`src/rtl/uart_rx_byte_if.sv`:
```
// rtl/uart_rx_byte_if.sv - received-byte strobe bundle between the UART receiver and the RX FIFO
interface uart_rx_byte_if;
   logic [7:0] rdata;
   logic       rvalid;
   logic       ferr;
   logic       perr;

   modport master (output rdata, rvalid, ferr, perr);
   modport slave  (input  rdata, rvalid, ferr, perr);
endinterface

```
`src/rtl/uart_rx_byte.sv`:
```
// rtl/uart_rx_byte.sv - 8N1 serial receiver emitting one-cycle byte/error strobes
// Define UART_RX_PARITY_EN to add an even-parity bit between the data bits and the stop bit.
module uart_rx_byte #(
   parameter int CLK_PER_BIT = 868
) (
   input  logic           clk,
   input  logic           rstn,
   input  logic           rxd,
   output logic           busy,
   uart_rx_byte_if.master rx
);
   localparam int CW = $clog2(CLK_PER_BIT);
   localparam logic [CW-1:0] HALF_M1 = CW'(CLK_PER_BIT / 2 - 1);
   localparam logic [CW-1:0] BIT_M1  = CW'(CLK_PER_BIT - 1);

   typedef enum logic [2:0] {
      S_IDLE,
      S_START,
      S_DATA,
`ifdef UART_RX_PARITY_EN
      S_PARITY,
`endif
      S_STOP,
      S_BREAK
   } state_t;

   state_t        r_state, w_state;
   logic [1:0]    r_sync;
   logic [CW-1:0] r_cnt, w_cnt;
   logic [2:0]    r_idx, w_idx;
   logic [7:0]    r_sh, w_sh;
   logic [7:0]    r_rdata, w_rdata;
   logic          r_rvalid, w_rvalid;
   logic          r_ferr, w_ferr;
   logic          w_rxd_s;
   logic [CW-1:0] w_cnt_inc;
`ifdef UART_RX_PARITY_EN
   logic          r_perr, w_perr;
   logic          r_par_bad, w_par_bad;
`endif

   assign w_rxd_s   = r_sync[1];
   assign w_cnt_inc = r_cnt + CW'(1);

   always_ff @(posedge clk or negedge rstn) begin
      if (!rstn) begin
         r_sync    <= 2'b11;
         r_state   <= S_IDLE;
         r_cnt     <= '0;
         r_idx     <= '0;
         r_sh      <= '0;
         r_rdata   <= '0;
         r_rvalid  <= 1'b0;
         r_ferr    <= 1'b0;
`ifdef UART_RX_PARITY_EN
         r_perr    <= 1'b0;
         r_par_bad <= 1'b0;
`endif
      end else begin
         r_sync    <= {r_sync[0], rxd};
         r_state   <= w_state;
         r_cnt     <= w_cnt;
         r_idx     <= w_idx;
         r_sh      <= w_sh;
         r_rdata   <= w_rdata;
         r_rvalid  <= w_rvalid;
         r_ferr    <= w_ferr;
`ifdef UART_RX_PARITY_EN
         r_perr    <= w_perr;
         r_par_bad <= w_par_bad;
`endif
      end
   end

   always_comb begin
      w_state  = r_state;
      w_cnt    = r_cnt;
      w_idx    = r_idx;
      w_sh     = r_sh;
      w_rdata  = r_rdata;
      w_rvalid = 1'b0;
      w_ferr   = 1'b0;
`ifdef UART_RX_PARITY_EN
      w_perr    = 1'b0;
      w_par_bad = r_par_bad;
`endif
      case (r_state)
         S_IDLE: begin
            if (!w_rxd_s) begin
               w_state = S_START;
               w_cnt   = '0;
            end
         end
         // Mid-start-bit recheck rejects short glitches on the idle line
         S_START: begin
            if (r_cnt == HALF_M1) begin
               w_cnt = '0;
               w_idx = '0;
               w_state = w_rxd_s ? S_IDLE : S_DATA;
            end else begin
               w_cnt = w_cnt_inc;
            end
         end
         S_DATA: begin
            if (r_cnt == BIT_M1) begin
               w_sh  = {w_rxd_s, r_sh[7:1]};
               w_cnt = '0;
               if (r_idx == 3'd7) begin
`ifdef UART_RX_PARITY_EN
                  w_state = S_PARITY;
`else
                  w_state = S_STOP;
`endif
               end else begin
                  w_idx = r_idx + 3'd1;
               end
            end else begin
               w_cnt = w_cnt_inc;
            end
         end
`ifdef UART_RX_PARITY_EN
         S_PARITY: begin
            if (r_cnt == BIT_M1) begin
               w_par_bad = ^{r_sh, w_rxd_s};
               w_cnt     = '0;
               w_state   = S_STOP;
            end else begin
               w_cnt = w_cnt_inc;
            end
         end
`endif
         S_STOP: begin
            if (r_cnt == BIT_M1) begin
               w_cnt = '0;
               if (w_rxd_s) begin
                  w_state = S_IDLE;
`ifdef UART_RX_PARITY_EN
                  if (r_par_bad) begin
                     w_perr = 1'b1;
                  end else begin
                     w_rdata  = r_sh;
                     w_rvalid = 1'b1;
                  end
`else
                  w_rdata  = r_sh;
                  w_rvalid = 1'b1;
`endif
               end else begin
                  w_ferr  = 1'b1;
                  w_state = S_BREAK;
               end
            end else begin
               w_cnt = w_cnt_inc;
            end
         end
         // A held-low line must return high before a new start bit is accepted
         S_BREAK: begin
            if (w_rxd_s) begin
               w_state = S_IDLE;
            end
         end
         default: w_state = S_IDLE;
      endcase
   end

   assign busy      = (r_state != S_IDLE);
   assign rx.rdata  = r_rdata;
   assign rx.rvalid = r_rvalid;
   assign rx.ferr   = r_ferr;
`ifdef UART_RX_PARITY_EN
   assign rx.perr   = r_perr;
`else
   assign rx.perr   = 1'b0;
`endif
endmodule
```
`src/flat_wrapper.sv`:
```
// flat-port wrapper written by rule: the top's interface ports become plain ports
module uart_rx_byte_flat 
#(
   parameter int CLK_PER_BIT = 868
)
  (clk, rstn, rxd, busy, rx_rdata, rx_rvalid, rx_ferr, rx_perr);
  uart_rx_byte_if rx_i ();
  input  logic clk;
  input  logic rstn;
  input  logic rxd;
  output logic busy;
  output wire logic [$bits(rx_i.rdata)-1:0] rx_rdata;
  output wire logic [$bits(rx_i.rvalid)-1:0] rx_rvalid;
  output wire logic [$bits(rx_i.ferr)-1:0] rx_ferr;
  output wire logic [$bits(rx_i.perr)-1:0] rx_perr;
  assign rx_rdata = rx_i.rdata;
  assign rx_rvalid = rx_i.rvalid;
  assign rx_ferr = rx_i.ferr;
  assign rx_perr = rx_i.perr;
  uart_rx_byte #(.CLK_PER_BIT(CLK_PER_BIT)) u_core (.clk(clk), .rstn(rstn), .rxd(rxd), .busy(busy), .rx(rx_i));
endmodule
```
`config.mk`:
```
export PLATFORM = sky130hd
export DESIGN_NAME = uart_rx_byte_flat
export DESIGN_NICKNAME = d
export VERILOG_FILES = /design/src/rtl/uart_rx_byte_if.sv /design/src/rtl/uart_rx_byte.sv /design/src/flat_wrapper.sv
export SDC_FILE = /design/constraint.sdc
export NUM_CORES = 1
export LEC_CHECK = 0
export BUFFER_PORTS_ARGS = -buffer_cell sky130_fd_sc_hd__buf_4
export CAP_MARGIN = 20
export CORE_AREA = 2 2 64 66
export CTS_CLUSTER_DIAMETER = 100
export CTS_CLUSTER_SIZE = 10
export DETAILED_ROUTE_END_ITERATION = 10
export DIE_AREA = 0 0 66 68
export MAX_ROUTING_LAYER = met4
export PLACE_DENSITY = 0.73
export SYNTH_ARGS = -nofsm -noshare
export SYNTH_HDL_FRONTEND = slang
export SYNTH_SLANG_ARGS = --single-unit
export TNS_END_PERCENT = 30
```
`constraint.sdc`:
```
create_clock -name clk -period 2.2 [get_ports clk]
set_input_delay 0.44 -clock clk [delete_from_list [all_inputs] [get_ports clk]]
set_output_delay 0.44 -clock clk [all_outputs]
set_load 0.03 [all_outputs]
```
# Word level (Yosys, flattened, before mapping)
# Index checks and enable logic that the tools add are counted.
# op_classes
addsub,2
mux,23
n_reduce_logical,10
eq_ne,14
# ops
cell,count
$mux W10,3
$mux W3,10
$pmux W10 S3,1
$pmux W3 S5,1
$add A10 B1 Y10 const B,1
$eq A10 B10 Y1 const B,1
$eq A10 B9 Y1 const B,1
$ne A2 B1 Y1 const B,5
$eq A3 B2 Y1 const B,2
$eq A3 B3 Y1 const B,2
$mux W1,6
$pmux W3 S2,1
$reduce_and A6 Y1,1
$reduce_bool A3 Y1,2
$ne A2 B2 Y1 const B,2
$reduce_and A2 Y1,2
$reduce_and A4 Y1,1
$add A3 B1 Y3 const B,1
$eq A3 B1 Y1 const B,1
$logic_not A3 Y1,1
$reduce_and A3 Y1,1
$mux W2,1
$reduce_bool A2 Y1,1
$reduce_or A2 Y1,1
# totals
inputBits,3
word_cells,57
output_inout_bits,12
regBits,36

# Logic depth before layout (Yosys ltp)
# Gate-level depths: netlist (run 1).
# depth
word_depth,4
mapped_depth,7
depth_no_buf,6

# Least setup slack after synthesis (run 1)
# Ideal clock, no wire load.
# synth_path
kind,register to register
startpoint,register u_core.r_cnt[0]
endpoint,register u_core.r_idx[0]
t_required_ps,2072
arrival_time_ps,1849
path_slack_ps,223
stages_incl_launch_ff,6
period_less_slack_ps,1977
n_path_buf,0
path_cell_list,dfrtp_1 ha_1 nand4bb_1 or4_1 a21oi_2 mux2_1
# synth_via
elab_chain_cells,3
word_cells_on_any_way,5
classes_between,eq/ne: 4; reduce/logical: 1
# synth_lines
item,line,text
"start, declared",uart_rx_byte.sv:29,"logic [CW-1:0] r_cnt, w_cnt;"
"start signal, assigned",uart_rx_byte.sv:62,r_cnt <= w_cnt;
$eq A10 B10 Y1 / $eq A10 B9 Y1 (equally long branches),"uart_rx_byte.sv:105, uart_rx_byte.sv:96",
$ne A2 B1 Y1 (no line),-,
$reduce_and A4 Y1 (no line) *,-,
"end signal, assigned",uart_rx_byte.sv:63,r_idx <= w_idx;
"end, declared",uart_rx_byte.sv:30,"logic [2:0] r_idx, w_idx;"
# Mark *: on every way between the ends. The rest lies on a longest branch, timed or not.
# A chain may end at the register's enable or synchronous reset.

# Final worst setup path (run 1)
# layout_path
startpoint,register u_core.r_idx[0]
endpoint,register u_core.r_idx[0]
# layout_via
elab_chain_cells,4
word_cells_on_any_way,7
classes_between,add/sub: 1; eq/ne: 2; mux: 3; reduce/logical: 1
# layout_lines
item,line,text
$add A3 B1 Y3,uart_rx_byte.sv:115,w_idx = r_idx + 3'd1;
$mux W3,uart_rx_byte.sv:108,if (r_idx == 3'd7) begin
$mux W3,uart_rx_byte.sv:105,if (r_cnt == BIT_M1) begin
$pmux W3 S2,uart_rx_byte.sv:87,case (r_state)
# Several ways; a longest one is shown, not always the timed one. The select of a mux whose other input is x is not followed.

==> Flow_metrics.wiki, run 1 <==
{| class="wikitable"
! Metric !! Value
|-
| Area grow syn2layout || 15.7%
|-
| CP startpoint || u_core.r_idx[0]
|-
| Mapped Avg Cell Area || 11.2 µm²
|-
| Termination of the worst setup path || u_core.r_idx[0]
|-
| Cell area after synthesis || 1770 µm²
|-
| Final RePlAce weighted congestion || 0.877
|-
| Number of buffers created by CTS || 5
|-
| Final-layout fill cell count || 349
|-
| Register-to-Register Setup Slack || 0.13 ns
|-
| Routed WL per cell || between 15 and 20 µm
|-
| Final Max Slew Viols || 0
|-
| Site row count || 23
|-
| Synth unique cells || 46
|-
| Overall Global Routing Usage || 18.8%
|-
| Number of nets at the end of the flow || about 190
|-
| Element type at the critical path end || flip-flop
|-
| Clock tree from TritonCTS || yes
|-
| Share of final-layout standard cells stronger than drive strength 1 || 30.0%
|-
| Hold buffers post-CTS || 0
|-
| Maximum number of pins on one net before global-route repair || 37
|-
| # setup viols final || 0
|-
| Max incr delay on CP || roughly 0.54 ns
|-
| Placed wire-length estimate after detailed placement || roughly 2.5 mm
|-
| Post-synth EDFFs || 0
|-
| Final worst path period share || 94.1%
|-
| Input/output buffers || 13
|-
| Vias after detailed routing || 1304
|-
| Die Outline Area || roughly 4500 µm²
|-
| Violation count after the first detailed-route iteration || 147
|-
| Sequential area share after synthesis || 51.0%
|-
| Maximum VDD drop || about 0.4 mV
|-
| Post-placement setup slack || 0.146 ns
|-
| Number of cells produced by synthesis || 158
|-
| Std-Cell Core Area || between 3000 and 4000 µm²
|-
| Ordered list of cells on the worst path || ha_1, ha_1, or4_1, a21oi_2, mux2_1
|-
| Crit-path max FO || 3
|-
| Most used cells in the layout excluding fill and tap cells || dfrtp_1 (34), buf_4 (20), mux2_2 (16)
|-
| Beginning of the worst register-to-register path || u_core.r_idx[0]
|-
| Final worst setup slack || between 0.1 and 0.15 ns
|-
| Arrival time at the worst endpoint || 2.25 ns
|-
| Cell type of the slowest stage on the worst timing path || or4_1
|-
| Clock slew seen by the registers of the worst setup and hold paths || 0.08 ns
|-
| Warnings, synthesis || 0
|-
| Ratio of total power to cell area || around 620 nW/µm²
|-
| Vias per Instance || 5.67
|-
| Clock latency of the later-clocked register in the worst-skew pair || 0.29 ns
|-
| Max-cap viol count || 0
|-
| Most used flip-flop cell after synthesis || dfrtp_1
|-
| Detailed-route DRC error count || 0
|-
| Setup skew after layout || 0.00850 ns
|-
| Top-level I/O count || 15
|-
| Final-report hold violation count || 0
|-
| Total leakage power || roughly 0.98 nW
|-
| Syn nets || 165
|-
| Class of the most critical setup path || reg -> reg
|-
| Critical path depth || 5
|-
| Final antenna-violating net count || 0
|-
| TritonRoute pass-1 iters || 4
|-
| Share of synthesized registers carrying an async set or reset || 100%
|-
| Root buffer cell || clkbuf_8
|-
| Worst R2R Path Depth || 5
|-
| Data required time at the worst endpoint || approximately 2.4 ns
|-
| Clock period minus worst slack || 2.07 ns
|-
| Maximum clock frequency || 0.483 GHz
|-
| Die outline height || 68 µm
|-
| Status || complete, no violations
|-
| Worst hold path class || in -> async
|-
| Bufs and invs on worst path || 0
|-
| Overflow left after global routing || 0
|-
| CTS H-tree lvls || 2
|-
| Floorplan die width || 66 µm
|-
| Most frequent standard cell in the layout excluding fill and tap cells || dfrtp_1
|-
| Overall routed net length || 3.46 mm
|-
| Antenna diode count || 0
|-
| Worst hold slack after final layout || 0.0812 ns
|-
| Largest cells by area after synthesis || dfrtp_1 (48%), mux2_2 (10%), nand2_1 (3.2%), dfstp_2 (3.0%), ha_1 (2.8%)
|-
| Worst-case clock buffer depth || 2
|-
| Total of flip-flops plus latches after synthesis || 36
|-
| Starting density of the core || roughly 46%
|-
| Number of global-route vias before repair || around 1.3k
|-
| Top cell type by total area after synthesis || dfrtp_1
|-
| Capture instance of the worst register-to-register path || u_core.r_idx[0]
|-
| Worst Setup Start Kind || flip-flop
|-
| Top delay family on crit path || simple AND/OR/NAND/NOR gates
|-
| CP most frequent cell || ha_1
|-
| Wire length of the first global-routing pass || 6.02 mm
|-
| Antenna violations before repair || 0
|-
| Proportion of netlist area held by the largest area contributor || 48.0%
|-
| Total clock sinks || 36
|}
[metal layers]
layer / track usage [%] / vias to the layer above / share of wire [%]
met3: 5.10 / 6 / 5.9
met5: - / - / 0
met1: 23.1 / 648 / 44
li1: - / 614 / -
met2: 29.2 / 36 / 49
met4: 8.93 / 0 / 1.1
[layout make-up]
| cell class | instances | area, µm² | share of cell area (%) |
|---|---|---|---|
| Multi-Input combinational cell | 110 | 802 | 39.1 |
| Sequential cell | 36 | 903 | 44.0 |
| Timing Repair Buffer | 20 | 150 | 7.32 |
| Clock buffer | 5 | 68.8 | 3.35 |
| Inverter | 6 | 22.5 | 1.10 |
| Clock inverter | 3 | 42.5 | 2.07 |
| Tap cell | 50 | 62.6 | 3.05 |
[how the worst min path moves through the flow]
stage                startpoint                to  depth (start not counted)
2_1_floorplan              rstn   u_core.r_cnt[0]                          0
6_report                   rstn   u_core.r_cnt[7]                          1
3_5_place_dp   u_core.r_sync[0]  u_core.r_sync[1]                          0
5_1_grt                    rstn   u_core.r_cnt[7]                          1
3_3_place_gp   u_core.r_sync[0]  u_core.r_sync[1]                          0
4_1_cts                    rstn   u_core.r_cnt[7]                          1
[repair_timing]
| action | 4_1_cts | 5_1_grt |
|---|---|---|
| endpoints found under the setup margin | 0 | 1 |
| resized for setup | 0 | 1 |
| setup buffers | 0 | 0 |
| endpoints found under the hold margin | 0 | 0 |
[sequential cells by signal (all words and copies together) (netlist names)]
| name | cells |
|---|---|
| u_core.r_sync | 2 |
| u_core.r_cnt | 10 |
| u_core.r_idx | 3 |
| u_core.r_sh | 8 |
| u_core.r_state | 3 |
| u_core.rx.rvalid | 1 |
| u_core.rx.ferr | 1 |
| u_core.rx.rdata | 8 |
[power by group]
| group | switching (mW) | leakage, nW | internal (mW) |
|---|---|---|---|
| registers | 0.00285 | 0.481 | 0.665 |
| logic | 0.0150 | 0.440 | 0.00302 |
| clock network | 0.246 | 0.0541 | 0.335 |
[stage by stage]
step | TNS, ns | std cells | util (%) | cell area [µm²] | power [mW]
finish | 0 | 230 | 53.2 | 2050 | 1.27
global route | -0.000488 | 230 | 53.2 | 2050 | 1.31
CTS | 0 | 230 | 53.1 | 2050 | 1.28
detailed placement | 0 | 222 | 50.2 | 1940 | 0.700
global placement | 0 | 222 | 50.2 | 1940 | 0.699
floorplan | 0 | 158 | - | 1770 | 0.685
[logic make-up (layout without fill, tap and decap cells)]
logic type / Yosys count / after routing / share of synthesized area [%]
compound gates: 32 / 32 / 12.3
fa+ha+maj: 4 / 4 / 2.82
buf+inv: 12 / 34 / 4.09
flops: 36 / 36 / 51.0
mux: 19 / 19 / 11.9
other cells: 1 / 1 / 0.212
simple gates: 54 / 54 / 17.7
[cell usage after synthesis (all sizes together), types with 3 or more instances]
master and instances:
and3 3, inv 6, nor2b 3, o211ai 6
nor2 9, mux2 17, nand2 16, ha 4
dfrtp 34, o21ai 10, buf 5, nand3 5
nor3 5, or3b 3, a21oi 5
Power figures use the tool's default switching activity.
==> run 2: changes to the inputs <==
Settings changed: ABC_AREA set to 1, CORE_AREA 2 2 64 66 to 2 2 65 67, DIE_AREA 0 0 66 68 to 0 0 67 69.
==> Flow_metrics.wiki, run 2 <==
{| class="wikitable"
! Metric !! Value
|-
| Max-cap viol count || 0 (unchanged)
|-
| RSZ-0062 raised after global routing || no
|-
| Routed WL per cell || 10.8 µm (was 15.0 µm)
|-
| Top-level I/O count || 15 (unchanged)
|-
| Number of nets at the end of the flow || 243 (was 186)
|-
| Proportion of netlist area held by the largest area contributor || 46.1% (was 48.0%)
|-
| Total of flip-flops plus latches after synthesis || 36 (unchanged)
|-
| Floorplan die width || 67 µm (was 66 µm)
|-
| Clock slew seen by the registers of the worst setup and hold paths || 0.07 ns (was 0.08 ns)
|-
| Antenna violations before repair || 0 (unchanged)
|-
| Quantity of gates resized following cts || 0 (unchanged)
|-
| Bufs and invs on worst path || 1 (was 0)
|-
| Most instantiated cells after synthesis || nand2_1 (65), dfrtp_1 (34), inv_1 (29), nand3_1 (18), nor2_1 (17) (was dfrtp_1 (34), mux2_2 (16), nand2_1 (15), o21ai_0 (10), nor2_1 (8))
|-
| Post-synth EDFFs || 0 (unchanged)
|-
| Register with the most flip-flops || u_core.r_cnt (unchanged)
|-
| Status || complete, no violations (unchanged)
|-
| Total clock sinks || 36 (unchanged)
|-
| Input/output buffers || 13 (unchanged)
|-
| CP startpoint || u_core.r_state[1] (was u_core.r_idx[0])
|-
| Max incr delay on CP || 0.43 ns (was 0.54 ns)
|-
| Ordered list of cells on the worst path || nor2_1, nand2_1, buf_4 (was ha_1, ha_1, or4_1, a21oi_2, mux2_1)
|-
| Crit-path max FO || 5 (was 3)
|-
| Most used cells in the layout excluding fill and tap cells || nand2_1 (65), dfrtp_1 (34), inv_1 (29) (was dfrtp_1 (34), buf_4 (20), mux2_2 (16))
|-
| Starting density of the core || 47.2% (was 46.0%)
|-
| Final-report hold violation count || 0 (unchanged)
|-
| Most frequent standard cell in the layout excluding fill and tap cells || nand2_1 (was dfrtp_1)
|-
| Placed wire-length estimate after detailed placement || 2.27 mm (was 2.47 mm)
|-
| Worst hold slack after final layout || 0.0974 ns (was 0.0812 ns)
|-
| Worst hold path class || in -> async (unchanged)
|-
| Worst Setup Start Kind || flip-flop (unchanged)
|-
| Overall Global Routing Usage || 16.7% (was 18.8%)
|-
| Number of cells produced by synthesis || 219 (was 158)
|-
| Synth unique cells || 23 (was 46)
|-
| Overflow left after global routing || 0 (unchanged)
|-
| Vias after detailed routing || 1396 (was 1304)
|-
| Maximum clock frequency || 0.597 GHz (was 0.483 GHz)
|-
| Class of the most critical setup path || reg -> out (was reg -> reg)
|-
| Number of cells in the finished layout apart from fillers || 287 (was 230)
|-
| Share of synthesized registers carrying an async set or reset || 100% (unchanged)
|-
| Std-Cell Core Area || 3910 µm² (was 3860 µm²)
|-
| Cell area after synthesis || 1850 µm² (was 1770 µm²)
|-
| Vias per Instance || 4.86 (was 5.67)
|-
| Post-Place Cells || 279 (was 222)
|-
| Termination of the worst setup path || busy (was u_core.r_idx[0])
|-
| Final worst path period share || 76.2% (was 94.1%)
|-
| Cell type of the slowest stage on the worst timing path || dfrtp_1 (was or4_1)
|-
| Sequential area share after synthesis || 48.9% (was 51.0%)
|-
| Wire length of the first global-routing pass || 5.87 mm (was 6.02 mm)
|-
| Maximum VDD drop || 0.324 mV (was 0.395 mV)
|-
| Element type at the critical path end || output pin (was flip-flop)
|-
| Clock tree from TritonCTS || yes (unchanged)
|-
| Number of global-route vias before repair || 1364 (was 1287)
|-
| Capture instance of the worst register-to-register path || u_core.r_cnt[2] (was u_core.r_idx[0])
|-
| Hold buffers post-CTS || 0 (unchanged)
|-
| Syn nets || 226 (was 165)
|-
| TritonRoute pass-1 iters || 4 (unchanged)
|-
| Arrival time at the worst endpoint || 1.24 ns (was 2.25 ns)
|-
| Mapped Avg Cell Area || 8.43 µm² (was 11.2 µm²)
|-
| Total leakage power || 1.07 nW (was 0.976 nW)
|-
| Violation count after the first detailed-route iteration || 119 (was 147)
|-
| Ratio of total power to cell area || 601 nW/µm² (was 617 nW/µm²)
|-
| Number of flip-flops under the largest register name || 10 (unchanged)
|-
| Maximum number of pins on one net before global-route repair || 37 (unchanged)
|-
| Data required time at the worst endpoint || 1.76 ns (was 2.37 ns)
|-
| Buffers inserted by post-CTS timing repair || 0 (unchanged)
|-
| # setup viols final || 0 (unchanged)
|-
| Share of final-layout standard cells stronger than drive strength 1 || 21.5% (was 30.0%)
|-
| Top delay family on crit path || flip-flops (was simple AND/OR/NAND/NOR gates)
|-
| Setup skew after layout || 0.00703 ns (was 0.00850 ns)
|-
| Number of buffers created by CTS || 5 (unchanged)
|-
| Die Outline Area || 4620 µm² (was 4490 µm²)
|-
| Largest cells by area after synthesis || dfrtp_1 (46%), nand2_1 (13%), o21ai_2 (7.6%), inv_1 (5.9%), nand3_1 (4.9%) (was dfrtp_1 (48%), mux2_2 (10%), nand2_1 (3.2%), dfstp_2 (3.0%), ha_1 (2.8%))
|-
| CTS H-tree lvls || 2 (unchanged)
|-
| Detailed-route DRC error count || 0 (unchanged)
|-
| Final RePlAce weighted congestion || 0.964 (was 0.877)
|-
| Area grow syn2layout || 12.9% (was 15.7%)
|-
| Final Max Slew Viols || 0 (unchanged)
|-
| Die outline height || 69 µm (was 68 µm)
|-
| Top cell type by total area after synthesis || dfrtp_1 (unchanged)
|-
| Register-to-Register Setup Slack || 0.65 ns (was 0.13 ns)
|-
| Critical path depth || 3 (was 5)
|-
| Most used flip-flop cell after synthesis || dfrtp_1 (unchanged)
|-
| Total Neg Setup Slack || 0 ns (unchanged)
|-
| Beginning of the worst register-to-register path || u_core.r_cnt[0] (was u_core.r_idx[0])
|-
| Root buffer cell || clkbuf_8 (unchanged)
|-
| Clock period minus worst slack || 1.68 ns (was 2.07 ns)
|-
| Leading cell type by number of instances after synthesis || nand2_1 (was dfrtp_1)
|-
| Clock latency of the later-clocked register in the worst-skew pair || 0.28 ns (was 0.29 ns)
|-
| Overall routed net length || 3.09 mm (was 3.46 mm)
|-
| Worst R2R Path Depth || 8 (was 5)
|-
| Final antenna-violating net count || 0 (unchanged)
|-
| Antenna diode count || 0 (unchanged)
|-
| Worst-case clock buffer depth || 2 (unchanged)
|-
| Site row count || 23 (unchanged)
|-
| Warnings, synthesis || 0 (unchanged)
|}
[run 2: layout make-up]
type,instances,area [µm²]
clock inverters,2,35.0
well taps,50,62.6
multi-input cells,148,793
repair buffers,13,97.6
clock buffers,6,72.6
inverters,32,120
fillers,375,1830
flip-flops and latches,36,903
[run 2: stage by stage]
step | area, µm² | setup WS, ns | total power [mW] | utilization [%]
after floorplan | 1850 | 0.784 | 0.685 | -
after global placement | 1980 | 0.709 | 0.700 | 50.5
after detailed placement | 1980 | 0.648 | 0.700 | 50.5
after CTS | 2080 | 0.511 | 1.27 | 53.3
after global routing | 2080 | 0.448 | 1.30 | 53.3
final | 2080 | 0.525 | 1.25 | 53.3
[run 2: logic make-up after synthesis]
group / after synthesis / synth area share [%]
DFF: 36 / 48.9
adders and majority gates: 4 / 2.71
xor gates and xnor gates: 3 / 1.42
and+or+nand+nor: 121 / 30.2
AOI/OAI and AO/OA: 19 / 8.40
buffers and inverters: 35 / 8.13
other: 1 / 0.203
[run 2: how the worst min path moves through the flow]
stage | start | to | cells after the start
6_report | rstn | u_core.r_cnt[4] | 1
5_1_grt | rstn | u_core.r_idx[1] | 1
4_1_cts | rstn | u_core.r_state[2] | 1
3_5_place_dp | u_core.r_sync[0] | u_core.r_sync[1] | 0
3_3_place_gp | u_core.r_sync[0] | u_core.r_sync[1] | 0
2_1_floorplan | rstn | u_core.r_cnt[0] | 0
[run 2: routing by layer]
metal | wire, µm | GRT usage [%]
met1 | 1520 | 21.2
met2 | 1410 | 25.4
met3 | 111 | 4.40
met4 | 51 | 6.12
met5 | 0 | -
[run 2: report_power, final]
| part | internal, mW | total (mW) | switching [mW] |
|---|---|---|---|
| sequential | 0.665 | 0.666 | 0.00111 |
| combinational | 0.00301 | 0.0204 | 0.0174 |
| clock | 0.336 | 0.565 | 0.229 |
| total | 1.00 | 1.25 | 0.248 |
==> run 3: changes to the inputs <==
Settings changed: PLACE_DENSITY 0.73 to 0.76.
Clock period 2.2 ns to 1.3 ns, I/O delays scaled along.
==> Flow_metrics.wiki, run 3 (synthesis results as in run 2) <==
{| class="wikitable"
! Metric !! Value
|-
| Ratio of total power to cell area || 818 nW/µm² (was 601 nW/µm²)
|-
| Input/output buffers || 13 (unchanged)
|-
| Number of global-route vias before repair || 1402 (was 1364)
|-
| Sequential group share of total power || 58.3% (was 53.2%)
|-
| Wire length of the first global-routing pass || 6.10 mm (was 5.87 mm)
|-
| Top-level I/O count || 15 (unchanged)
|-
| Starting density of the core || 47.2% (unchanged)
|-
| Post-Place Cells || 303 (was 279)
|-
| Final RePlAce weighted congestion || 0.845 (was 0.964)
|-
| Status || finished, violations left (was complete, no violations)
|-
| Crit-path max FO || 8 (was 5)
|-
| Combinational share of power || 2.1% (was 1.6%)
|-
| Overflow left after global routing || 0 (unchanged)
|-
| Detail Route met3 WL || 108 µm (was 111 µm)
|-
| Number of buffers created by CTS || 5 (unchanged)
|-
| Worst hold path class || in -> reg (was in -> async)
|-
| # setup viols final || 34 (was 0)
|-
| Element type at the critical path end || flip-flop (was output pin)
|-
| Ordered list of cells on the worst path || ha_2, nand2_1, nor2_1, nand3_2, clkinv_4, nand2_4, nand2_1, o21ai_2 (was nor2_1, nand2_1, buf_4)
|-
| Clock period minus worst slack || 1.45 ns
|-
| Vias after detailed routing || 1502 (was 1396)
|-
| TritonRoute pass-1 iters || 4 (unchanged)
|-
| Clock tree from TritonCTS || yes (unchanged)
|-
| Final antenna-violating net count || 0 (unchanged)
|-
| Vias per Instance || 4.75 (was 4.86)
|-
| Site row count || 23 (unchanged)
|-
| Final-layout fill cell count || 364 (was 375)
|-
| Antenna violations before repair || 0 (unchanged)
|-
| Final worst setup slack || -0.150 ns (was 0.525 ns)
|-
| Number of flip-flops under the largest register name || 10 (unchanged)
|-
| Share of final-layout standard cells stronger than drive strength 1 || 33.8% (was 21.5%)
|-
| RSZ-0062 raised after global routing || yes (was no)
|-
| Placed wire-length estimate after detailed placement || 2.53 mm (was 2.27 mm)
|-
| Bufs and invs on worst path || 1 (unchanged)
|-
| Internal power || 1.51 mW (was 1.00 mW)
|-
| Detailed-route DRC error count || 0 (unchanged)
|-
| Total leakage power || 1.17 nW (was 1.07 nW)
|-
| Class of the most critical setup path || reg -> reg (was reg -> out)
|-
| Worst-case clock buffer depth || 2 (unchanged)
|-
| CP most frequent cell || nand2_1
|-
| Routed WL per cell || 11.3 µm (was 10.8 µm)
|-
| Clock latency of the later-clocked register in the worst-skew pair || 0.29 ns (was 0.28 ns)
|-
| Cell type of the slowest stage on the worst timing path || dfrtp_1 (unchanged)
|-
| Setup skew after layout || 0.00693 ns (was 0.00703 ns)
|-
| Final worst path period share || 112%
|-
| Die outline height || 69 µm (unchanged)
|-
| Arrival time at the worst endpoint || 1.63 ns (was 1.24 ns)
|-
| Part of the power in the clock network || 39.6% (was 45.2%)
|-
| Overall Global Routing Usage || 17.9% (was 16.7%)
|-
| Met1 wire length || 1.57 mm (was 1.52 mm)
|-
| Data required time at the worst endpoint || 1.48 ns (was 1.76 ns)
|-
| Top sig layer || met4 (unchanged)
|-
| Violation count after the first detailed-route iteration || 60 (was 119)
|-
| Maximum number of pins on one net before global-route repair || 37 (unchanged)
|-
| Final Max Slew Viols || 0 (unchanged)
|-
| Metal2 WL || 1.77 mm (was 1.41 mm)
|-
| Total clock sinks || 36 (unchanged)
|-
| Maximum VDD drop || 0.675 mV (was 0.324 mV)
|-
| Top delay family on crit path || simple AND/OR/NAND/NOR gates (was flip-flops)
|-
| Most used cells in the layout excluding fill and tap cells || nand2_1 (60), buf_4 (39), dfrtp_1 (33) (was nand2_1 (65), dfrtp_1 (34), inv_1 (29))
|-
| Std-Cell Core Area || 3910 µm² (unchanged)
|-
| Register with the most flip-flops || u_core.r_cnt (unchanged)
|-
| Die Outline Area || 4620 µm² (unchanged)
|-
| Most frequent standard cell in the layout excluding fill and tap cells || nand2_1 (unchanged)
|-
| Max-cap viol count || 0 (unchanged)
|-
| Switching Share || 22.0% (was 19.8%)
|-
| Overall routed net length || 3.56 mm (was 3.09 mm)
|-
| Number of nets at the end of the flow || 272 (was 243)
|-
| Power Total || 1.93 mW (was 1.25 mW)
|-
| Max incr delay on CP || 0.40 ns (was 0.43 ns)
|-
| Worst Setup Start Kind || flip-flop (unchanged)
|-
| Root buffer cell || clkbuf_8 (unchanged)
|-
| Area grow syn2layout || 27.9% (was 12.9%)
|-
| Antenna diode count || 0 (unchanged)
|-
| Net switching power || 0.425 mW (was 0.248 mW)
|-
| Violations in the final reports || negative setup slack
|-
| Clock slew seen by the registers of the worst setup and hold paths || 0.07 ns (about the same)
|-
| Floorplan die width || 67 µm (unchanged)
|-
| CTS H-tree lvls || 2 (unchanged)
|-
| Final-report hold violation count || 0 (unchanged)
|-
| Post-placement setup slack || -0.191 ns (was 0.648 ns)
|-
| Fraction of the core area covered by cells at the end of the flow || 60.4% (was 53.3%)
|-
| Maximum clock frequency || 0.690 GHz
|-
| Number of cells in the finished layout apart from fillers || 316 (was 287)
|}
run 3: stage by stage:
| stage | TNS [ns] | cell area [µm²] | hold WS (ns) |
|---|---|---|---|
| 4_1_cts | -3.92 | 2300 | 0.0703 |
| 3_3_place_gp | -2.63 | 2160 | 0.237 |
| 2_1_floorplan | -1.66 | 1850 | -0.0356 |
| 5_1_grt | -7.93 | 2360 | 0.0591 |
| 3_5_place_dp | -4.32 | 2160 | 0.241 |
| 6_report | -3.53 | 2360 | 0.0811 |
run 3: power groups by stage:
stage / registers, mW / clock network, mW / logic (mW)
2_1_floorplan: 1.15 / 0 / 0.0106
3_3_place_gp: 1.15 / 0 / 0.0402
3_5_place_dp: 1.15 / 0 / 0.0406
4_1_cts: 1.13 / 0.795 / 0.0427
5_1_grt: 1.13 / 0.857 / 0.0477
6_report: 1.13 / 0.766 / 0.0411
run 3: cell type report:
type	instances	area (µm²)	area share, %
sequential	36	905	38.3
inverter	32	125	5.30
multi-input combinational	150	880	37.2
timing repair buffer	40	303	12.8
clock buffer	5	68.8	2.91
clock inverter	3	18.8	0.794
tap	50	62.6	2.65
run 3: repair_timing:
| action | 4_1_cts | 5_1_grt |
|---|---|---|
| hold endpoints to repair | 34 | 0 |
| cloned | 0 | 2 |
| setup buffers | 1 | 1 |
| gates resized for setup | 8 | 10 |
| endpoints found under the setup margin | 33 | 35 |
| pin swaps | 1 | 0 |
| hold buffers | 1 | 0 |
run 3: layer usage:
layer | track usage (%) | vias up
li1 | - | 782
met1 | 22.8 | 690
met2 | 25.4 | 22
met3 | 5.55 | 8
met4 | 9.30 | 0
met5 | - | -
run 3: worst paths after layout:
| check | from | endpoint | slack, ns | depth (start not counted) |
|---|---|---|---|---|
| worst max-delay path | u_core.r_cnt[0] | u_core.rx.rdata[5] | -0.15 | 8 |
| min in group asynchronous | rstn | u_core.r_cnt[7] | 0.46 | 2 |
| worst min register to register | u_core.r_sync[0] | u_core.r_sync[1] | 0.36 | 0 |
| max in group asynchronous | rstn | u_core.r_sync[0] | 0.50 | 2 |
| worst min-delay path | rxd | u_core.r_sync[0] | 0.08 | 1 |
| worst max register to register | u_core.r_cnt[0] | u_core.rx.rdata[5] | -0.15 | 8 |
